===== src/rtl/stream_pkt_fifo.sv =====
// stream_pkt_fifo: ready/valid FIFO with first-word-fall-through output, per-beat last
// markers, optional packet gating, almost-full/almost-empty thresholds, synchronous
// flush and clearable sticky error flags.
//
// Ports
//   clk, rst_n            clock (rising edge), asynchronous active-low reset
//   flush                 synchronous discard of all stored entries
//   clr_flags             synchronous clear of overflow/underflow
//   s_valid/s_data/s_last source beat; s_ready when a slot is free
//   m_valid/m_data/m_last output beat (FWFT); m_ready from the sink
//   level, pkt_count      stored entries / stored beats carrying last
//   almost_full/empty     level >= AF_THRESH / level <= AE_THRESH
//   overflow, underflow   sticky error flags
module stream_pkt_fifo #(
    parameter int unsigned DATA_WIDTH = 8,
    parameter int unsigned DEPTH      = 16,
    parameter int unsigned PKT_MODE   = 0,
    parameter int unsigned AF_THRESH  = 12,
    parameter int unsigned AE_THRESH  = 2
) (
    input  logic                         clk,
    input  logic                         rst_n,
    input  logic                         flush,
    input  logic                         clr_flags,
    input  logic                         s_valid,
    input  logic [DATA_WIDTH-1:0]        s_data,
    input  logic                         s_last,
    output logic                         s_ready,
    output logic                         m_valid,
    output logic [DATA_WIDTH-1:0]        m_data,
    output logic                         m_last,
    input  logic                         m_ready,
    output logic [$clog2(DEPTH+1)-1:0]   level,
    output logic [$clog2(DEPTH+1)-1:0]   pkt_count,
    output logic                         almost_full,
    output logic                         almost_empty,
    output logic                         overflow,
    output logic                         underflow
);

    localparam int unsigned AW = $clog2(DEPTH);
    localparam int unsigned LW = $clog2(DEPTH + 1);

    localparam logic [LW-1:0] FullLevel = LW'(DEPTH);
    localparam logic [LW-1:0] AfLevel   = LW'(AF_THRESH);
    localparam logic [LW-1:0] AeLevel   = LW'(AE_THRESH);

    // Storage keeps {last, data}; not reset.
    logic [DATA_WIDTH:0] mem [DEPTH];

    logic [AW-1:0] wr_ptr_q, wr_ptr_d;
    logic [AW-1:0] rd_ptr_q, rd_ptr_d;
    logic [LW-1:0] level_q, level_d;
    logic [LW-1:0] pkt_count_q, pkt_count_d;
    logic          overflow_q, overflow_d;
    logic          underflow_q, underflow_d;

    logic [DATA_WIDTH:0] rd_entry;
    logic                push, pop;
    logic                push_last, pop_last;

    assign rd_entry = mem[rd_ptr_q];

    // Outputs derive only from registered state, so there is no s_* -> m_* or
    // m_ready -> s_ready combinational path.
    always_comb begin
        s_ready = (level_q < FullLevel);
        if (PKT_MODE != 0) begin
            // Full override forwards packets longer than DEPTH instead of deadlocking.
            m_valid = (pkt_count_q != '0) || (level_q == FullLevel);
        end else begin
            m_valid = (level_q != '0);
        end
        m_data       = m_valid ? rd_entry[DATA_WIDTH-1:0] : '0;
        m_last       = m_valid ? rd_entry[DATA_WIDTH] : 1'b0;
        level        = level_q;
        pkt_count    = pkt_count_q;
        almost_full  = (level_q >= AfLevel);
        almost_empty = (level_q <= AeLevel);
        overflow     = overflow_q;
        underflow    = underflow_q;
    end

    // Flush suppresses both transfers in its cycle.
    assign push      = s_valid & s_ready & ~flush;
    assign pop       = m_valid & m_ready & ~flush;
    assign push_last = push & s_last;
    assign pop_last  = pop & m_last;

    always_comb begin
        wr_ptr_d    = wr_ptr_q;
        rd_ptr_d    = rd_ptr_q;
        level_d     = level_q;
        pkt_count_d = pkt_count_q;

        if (push) wr_ptr_d = wr_ptr_q + AW'(1);
        if (pop)  rd_ptr_d = rd_ptr_q + AW'(1);

        unique case ({push, pop})
            2'b10:   level_d = level_q + LW'(1);
            2'b01:   level_d = level_q - LW'(1);
            default: level_d = level_q;
        endcase

        unique case ({push_last, pop_last})
            2'b10:   pkt_count_d = pkt_count_q + LW'(1);
            2'b01:   pkt_count_d = pkt_count_q - LW'(1);
            default: pkt_count_d = pkt_count_q;
        endcase

        if (flush) begin
            wr_ptr_d    = '0;
            rd_ptr_d    = '0;
            level_d     = '0;
            pkt_count_d = '0;
        end
    end

    // A set condition in the same cycle as clr_flags wins. In packet mode a stalled
    // m_ready with data held back (level > 0) is not an underflow.
    always_comb begin
        overflow_d  = (s_valid & ~s_ready) | (overflow_q & ~clr_flags);
        underflow_d = (m_ready & (level_q == '0)) | (underflow_q & ~clr_flags);
    end

    always_ff @(posedge clk or negedge rst_n) begin
        if (!rst_n) begin
            wr_ptr_q    <= '0;
            rd_ptr_q    <= '0;
            level_q     <= '0;
            pkt_count_q <= '0;
            overflow_q  <= 1'b0;
            underflow_q <= 1'b0;
        end else begin
            wr_ptr_q    <= wr_ptr_d;
            rd_ptr_q    <= rd_ptr_d;
            level_q     <= level_d;
            pkt_count_q <= pkt_count_d;
            overflow_q  <= overflow_d;
            underflow_q <= underflow_d;
        end
    end

    always_ff @(posedge clk) begin
        if (push) mem[wr_ptr_q] <= {s_last, s_data};
    end

endmodule


===== config.mk =====
export PLATFORM = sky130hd
export DESIGN_NAME = stream_pkt_fifo
export DESIGN_NICKNAME = d
export VERILOG_FILES = /design/src/rtl/stream_pkt_fifo.sv
export SDC_FILE = /design/constraint.sdc
export NUM_CORES = 1
export LEC_CHECK = 0
export ABC_AREA = 1
export BUFFER_PORTS_ARGS = -buffer_cell sky130_fd_sc_hd__buf_2
export CORE_UTILIZATION = 55
export DETAILED_ROUTE_END_ITERATION = 16
export PLACE_DENSITY = 0.76
export SLEW_MARGIN = 20
export SYNTH_ARGS = -nofsm -noshare
export SYNTH_HDL_FRONTEND = slang
export SYNTH_SLANG_ARGS = --single-unit

===== constraint.sdc =====
create_clock -name clk -period 2.2 [get_ports clk]
set_input_delay 0.44 -clock clk [delete_from_list [all_inputs] [get_ports clk]]
set_output_delay 0.44 -clock clk [all_outputs]
set_load 0.005 [all_outputs]

==> metrics.yaml, run 1 <==
global_route:
  grt_pass1_vias: 4814
  antenna_found_initial: 0
  grt-ovfl-total: 0
  grt_pass1_wl_mm: 25.0
  grt_max_degree: 53
  grtUsageTotal_pct: 26.1
critical_path:
  critPathMaxFanout: 6
  end_kind: "flip-flop"
  required_ns: 2.50
  r2r_setup_slack_ns: -0.29
  worstReg2RegEnd: "pkt_count[4]"
  start_kind: "flip-flop"
  cp_data_arrival_time_ns: 2.79
  r2r_start: "rd_ptr_q[0]"
  reg2reg_depth: 16
  crit_type: "flip-flop to flip-flop"
timing:
  skew_ns: 0.00652
  fin_ws_ns: -0.288
  slew_viol_final: 0
  period_minus_slack_ns: 2.49
  rsz0062_at_grt: "yes"
  period_share_pct: 113
  hold_viol_final: 0
  relSlewSlack_pct: 67.3
  finalSetupViolCount: 12
  tightestPinTransition_ns: 0.490
  hold_slack_ns: 0.221
  fmax_mhz: 402
synth:
  avgSynthCellArea_sq_um: 12.0
  synth_top_family_by_area: "simple AND/OR/NAND/NOR gates"
  synth_xor_area_share_pct: 0.619
  synth_simple_gate_area_share_pct: 12.4
  syn_nets: 618
  synth-adder-area-share_pct: 2.51
  synth_compound_area_share_pct: 11.6
  netlist_instances: 590
  ys_seq_area_share_pct: 68.2
  synth_area_sq_um: 7080
  synthMuxAreaShare_pct: 0
  yosysWarnings: 0
  synth_seq_cells: 164
  ys_types: 33
status:
  outcome: "finished with violations"
  violations: "negative setup slack"
flow_run:
  maxCapViolCount: 0
cells_and_area:
  syn2layout_area_growth_pct: 22.0
  regArea_sq_um: 4830
  antenna_cells: 0
  fin_cells: 871
  multi_input_area_sq_um: 2010
  drive_gt1_share_pct: 24.7
  n_fill_cell: 857
  final_nets: 716
  final_cell_area_sq_um: 8640
pwr:
  ir_drop_uv: 608
  power.internal_mw: 6.58
  p_leak_nw: 3.29
  pwr-share-clk_pct: 28.5
  switching_share_pct: 32.4
  p_per_area_nw_per_um2: 1130
  p_seq_share_pct: 37.9
  switching_power_mw: 3.16
  p_comb_share_pct: 33.6
floorplanning:
  die_h_microns: 115
  die-area_sq_um: 13300
  start_util_pct: 56.3
  core_sq_um: 12600
  fp.dieW_microns: 115
  ioPinCount: 40
  rows: 41
drt:
  viasPerCell: 5.81
  dr.pass1.iters: 6
  antenna_left: 0
  routed_wl_mm: 16.7
  drc: 0
  wl_per_cell_microns: 19.2
  first_iter_violations: 517
  vias: 5059
cts:
  clock_path_buffers: 2
  cts.htree.levels: 4
  clkSlewWorstSetupHoldPaths_ns: 0.06
  worstSkewPairLatency_ns: 0.43
  cts.sinks: 164
  cts-root-buf: "clkbuf_16"
  cts_tree: "done"
  cts_buffers: 17
placement:
  place_area_sq_um: 7800
  dp_hpwl_mm: 10.1
  gp_congestion: 0.892
  io_buffers: 39
  placed_cells: 829
worst_hold_path:
  holdCritStartpoint: "clr_flags"
  min_path_type: "input port to flip-flop"
  worst_hold_path.endpoint: "underflow"
  hold_depth: 2
-- logic make-up after synthesis --
group / after synthesis
buf+inv: 79
xor+xnor: 5
fa+ha+maj: 13
flops: 164
simple gates: 193
compound gates: 136
-- per-stage QoR --
step / total power, mW / worst slack, ns / setup TNS (ns) / util, %
finish: 9.74 / -0.288 / -2.59 / 68.7
global route: 10.2 / -0.381 / -3.62 / 68.7
global placement: 6.37 / -0.0104 / -0.0104 / 62.1
CTS: 9.42 / -0.207 / -1.80 / 67.5
floorplan: 5.40 / 0.00441 / 0 / -
detailed placement: 6.48 / -0.180 / -0.290 / 62.1
-- cell usage after synthesis --
master	number	area share (%)
nor2_1	85	4.5
nand3_2	3	0.42
buf_2	10	0.71
o22ai_1	11	0.97
xnor2_1	1	0.12
nor2_2	1	0.088
clkinv_1	3	0.16
o221ai_1	26	3.2
nor4_1	1	0.088
buf_4	1	0.11
nand4_2	1	0.18
inv_1	45	2.4
nor2_4	4	0.64
o21a_1	2	0.21
o21ai_0	78	5.5
dfrtp_1	20	7.1
a21oi_1	17	1.2
a21oi_4	1	0.23
buf_6	3	0.48
nand2_1	50	2.7
inv_2	2	0.11
ha_1	11	1.9
o21ai_4	1	0.23
nand3_4	1	0.25
clkbuf_1	15	0.80
nand4_1	6	0.53
nor3_1	13	0.92
edfxtp_1	144	61
fa_1	2	0.57
xor2_1	4	0.49
nand2_2	3	0.27
nand3_1	24	1.7
nand2_4	1	0.16
-- power groups by stage --
| stage | Clock [mW] | Combinational, mW | Sequential, mW |
|---|---|---|---|
| finish | 2.78 | 3.27 | 3.69 |
| global route | 2.91 | 3.55 | 3.71 |
| CTS | 2.80 | 2.94 | 3.68 |
| detailed placement | 0 | 2.75 | 3.72 |
| global placement | 0 | 2.66 | 3.72 |
| floorplan | 0 | 1.69 | 3.71 |
-- cell type report --
type	instances	area share, %
timing repair buffer	107	9.63
clock inverter	9	1.25
timing repair inverter	1	0.0724
inverter	50	2.29
tap	172	2.49
multi-input combinational	347	23.3
sequential	164	55.9
clock buffer	21	5.10
-- metal layers --
| metal | global-route usage (%) | up-vias | part of all wire, % |
|---|---|---|---|
| li1 | - | 2322 | - |
| met1 | 33.1 | 2439 | 40 |
| met3 | 6.33 | 39 | 8.3 |
| met4 | 14.1 | 2 | 2.6 |
| met2 | 41.4 | 257 | 49 |
| met5 | 2.96 | - | 0.30 |
-- worst max path at each step --
stage	slack [ns]	to	cells after the start	start
finish	-0.29	pkt_count[4]	16	rd_ptr_q[0]
global route	-0.38	pkt_count[4]	16	rd_ptr_q[0]
CTS	-0.21	m_data[6]	9	rd_ptr_q[0]
detailed placement	-0.18	pkt_count[4]	18	rd_ptr_q[0]
global placement	-0.01	pkt_count[4]	18	rd_ptr_q[0]
floorplan	0.004	pkt_count[4]	18	rd_ptr_q[0]
-- layout by cell type, fill, tap and decap left out, types with 4 or more instances in the layout --
master     synthesis  final
edfxtp_1         144    144
nor2_1            85     82
o21ai_0           78     65
buf_4              1     54
nand2_1           50     49
inv_1             45     43
buf_2             10     39
o221ai_1          26     26
nand3_1           24     19
clkbuf_16          0     19
dfrtp_1           20     17
a21oi_1           17     14
nor3_1            13     13
o22ai_1           11     11
o21ai_1            0     10
ha_1              11     10
nand3_2            3      7
nand4_1            6      6
buf_6              3      5
buf_12             0      5
nor2_4             4      4
nor2_2             1      4
clkinv_1           3      4
xor2_1             4      4
clkbuf_1          15      4
-- repair_timing --
| action | CTS | global route |
|---|---|---|
| resized for setup | 35 | 18 |
| gates cloned | 0 | 4 |
| pin swaps | 3 | 5 |
| setup buffers | 3 | 4 |
| hold endpoints to repair | 20 | 0 |
| endpoints found under the setup margin | 11 | 14 |
| hold buffers | 1 | 0 |
-- worst max-delay path, cell delays in order (launching register included) --
cell and delay, ns:
dfrtp_2 0.51, clkinv_4 0.14, buf_6 0.14, nand2_2 0.06
nand3_2 0.07, nand3_2 0.08, nand3_2 0.10, nand2_4 0.10
nand3_4 0.10, fa_2 0.40, o21ai_2 0.14, xor2_1 0.20
inv_1 0.06, nand2_1 0.06, nand2_1 0.06, nand2_1 0.09
nand2_1 0.07
-- sequential cells by signal, summed over array words and instances, names as in the netlist --
register and flops:
underflow 1, overflow 1, mem 144, level 5
wr_ptr_q 4, rd_ptr_q 4, pkt_count 5
(Power assumes the default switching activity.)
==> inputs of run 2 (changes only) <==
==> constraint.sdc (replaced) <==
create_clock -name clk -period 2.2 [get_ports clk]
set_input_delay 0.11 -clock clk [delete_from_list [all_inputs] [get_ports clk]]
set_output_delay 0.11 -clock clk [all_outputs]
set_load 0.005 [all_outputs]
==> run 2 against run 1 <==
  * The run still ends with negative setup slack left
  * Final area decreased by 0.22%
  * Critical path type unchanged
  * Combinational power fell by 7.3%
  * Utilization decreased by 0.15 points
  * Clock skew about the same
  * Global-route usage is 0.24 points higher
  * Via count decreased by 0.34%
  * Non-clock buffer count decreased by 6
  * Register-to-register slack improved by 0.13 ns
==> metrics.yaml, run 2 (synthesized netlist as in run 1, its figures left out) <==
status:
  outcome: "finished with violations"
  violations: "negative setup slack"
cts:
  cts.sinks: 164  # unchanged
  cts-root-buf: "clkbuf_16"
  cts.htree.levels: 4  # unchanged
  cts_tree: "done"
  cts_buffers: 17  # unchanged
  clkSlewWorstSetupHoldPaths_ns: 0.06  # about the same
  clock_path_buffers: 2  # unchanged
  worstSkewPairLatency_ns: 0.43  # about the same
drt:
  wl_per_cell_microns: 19.4  # +1.1%
  routed_wl_mm: 16.9  # +0.68%
  antenna_left: 0  # unchanged
  vias: 5042  # -0.34%
  first_iter_violations: 501  # -3.1%
  viasPerCell: 5.82  # +0.12%
  drc: 0  # unchanged
  dr.pass1.iters: 7  # +1
timing:
  skew_ns: 0.00632  # -0.000197 ns
  slew_viol_final: 0  # unchanged
  fmax_mhz: 424  # +5.5%
  tightestPinTransition_ns: 0.474  # -0.0161 ns
  finalSetupViolCount: 10  # -2
  hold_slack_ns: 0.0588  # -0.162 ns
  period_share_pct: 107  # -5.9 points
  period_minus_slack_ns: 2.36  # -0.129 ns
  relSlewSlack_pct: 68.2  # +0.88 points
  rsz0062_at_grt: "yes"
  fin_ws_ns: -0.158  # +0.129 ns
  hold_viol_final: 0  # unchanged
critical_path:
  start_kind: "flip-flop"
  crit_path_cell_trace: "buf_4 -> nand2_1 -> nand3_1 -> nand3_2 -> nand3_4 -> nand2_4 -> nand3_4 -> fa_2 -> o21ai_2 -> xor2_1 -> inv_1 -> nand2_1 -> nand2_1 -> nand2_1 -> nand2_1"
  required_ns: 2.52  # +0.02 ns
  critPathMostFrequentCell: "nand2_1"
  crit_type: "flip-flop to flip-flop"
  reg2reg_depth: 15  # -1
  max_stage_delay_ns: 0.49  # -0.02 ns
  critPathSlowestCell: "dfrtp_2"
  critPathMaxFanout: 6  # unchanged
  end_kind: "flip-flop"
  r2r_setup_slack_ns: -0.16  # +0.13 ns
  cp_data_arrival_time_ns: 2.68  # -0.11 ns
pwr:
  p_per_area_nw_per_um2: 1140  # +0.83%
  ir_drop_uv: 654  # +7.5%
  p_leak_nw: 3.26  # -0.96%
worst_hold_path:
  min_path_type: "input port to flip-flop"
  hold_depth: 1  # -1
global_route:
  grt_pass1_wl_mm: 25.2  # +0.55%
  antenna_found_initial: 0  # unchanged
  grt-ovfl-total: 0  # unchanged
  grt_pass1_vias: 4770  # -0.91%
  grt_max_degree: 41  # -23%
  grtUsageTotal_pct: 26.3  # +0.24 points
placement:
  dp_hpwl_mm: 10.3  # +1.8%
  io_buffers: 39  # unchanged
  gp_congestion: 0.870  # -2.5%
  place_area_sq_um: 7720  # -0.99%
  placed_cells: 822  # -0.84%
floorplanning:
  core_sq_um: 12600  # unchanged
  die-area_sq_um: 13300  # unchanged
  ioPinCount: 40  # unchanged
  fp.dieW_microns: 115  # unchanged
  start_util_pct: 56.3  # unchanged
  die_h_microns: 115  # unchanged
  rows: 41  # unchanged
cells_and_area:
  largest_register: "mem"
  final_cell_area_sq_um: 8620  # -0.22%
  antenna_cells: 0  # unchanged
  largest_reg_flops: 144  # unchanged
  drive_gt1_share_pct: 24.9  # +0.14 points
  final_nets: 710  # -0.84%
  n_fill_cell: 850  # -0.82%
  syn2layout_area_growth_pct: 21.8
  final_common_cell: "edfxtp_1"
  fin_cells: 867  # -0.46%
  mostFrequentLayoutCells: "144 x edfxtp_1, 83 x nor2_1, 76 x o21ai_0, 51 x buf_4, 49 x nand2_1"
flow_run:
  maxCapViolCount: 0  # unchanged
-- run 2: metrics by stage --
stage | worst slack, ns | util (%) | TNS (ns) | total power [mW]
floorplan | 0.00441 | - | 0 | 5.40
global route | -0.273 | 68.6 | -1.84 | 10.2
CTS | -0.0653 | 67.6 | -0.140 | 9.62
detailed placement | -0.161 | 61.4 | -0.234 | 6.41
finish | -0.158 | 68.6 | -0.626 | 9.80
global placement | -0.0323 | 61.4 | -0.0323 | 6.29
-- run 2: layer usage --
| layer | vias up | routed length, microns | track usage (%) |
|---|---|---|---|
| li1 | 2316 | - | - |
| met3 | 60 | 1250 | 5.33 |
| met1 | 2427 | 6760 | 34.2 |
| met5 | - | 0 | 0 |
| met2 | 239 | 8220 | 42.4 |
| met4 | 0 | 630 | 13.5 |
-- run 2: critical path: cells and delay by family (launching register included) --
kind                       cells  cell delay [ns]
buffers and inverters          2             0.23
adders and majority gates      1             0.37
xor gates and xnor gates       1             0.19
and+or+nand+nor               10             0.79
AOI/OAI and AO/OA              1             0.15
DFF                            1             0.49
-- run 2: final cells by class --
type	instances	area (sq um)	share of cell area [%]
Sequential cell	164	4830	56.0
Timing Repair Buffer	101	708	8.22
Inverter	50	195	2.26
Tap cell	172	215	2.50
Timing Repair inverter	1	5.00	0.0581
Clock buffer	17	425	4.94
Multi-Input combinational cell	347	2050	23.8
Clock inverter	15	191	2.22
-- run 2: what timing repair did --
| item | in CTS | in global routing |
|---|---|---|
| hold endpoints to repair | 22 | 0 |
| gates cloned | 0 | 1 |
| setup buffers | 4 | 5 |
| hold buffers | 4 | 0 |
| endpoints found under the setup margin | 11 | 13 |
| gates resized for setup | 20 | 22 |
| pin swaps | 10 | 16 |
-- run 2: where the power goes --
| part | leakage [nW] | total, mW | internal [mW] | switching (mW) |
|---|---|---|---|---|
| clock | 0.303 | 3.07 | 1.82 | 1.25 |
| combinational | 1.39 | 3.03 | 1.18 | 1.85 |
| sequential | 1.56 | 3.70 | 3.56 | 0.143 |
| total | 3.26 | 9.80 | 6.56 | 3.25 |
-- run 2: worst paths after layout --
check / startpoint / to
setup / recovery: rd_ptr_q[0] / pkt_count[4]
hold / removal: s_data[7] / mem[0][7]
setup reg to reg: rd_ptr_q[0] / pkt_count[4]
hold reg to reg: overflow / overflow
max in group asynchronous: rst_n / rd_ptr_q[0]
min in group asynchronous: rst_n / pkt_count[2]
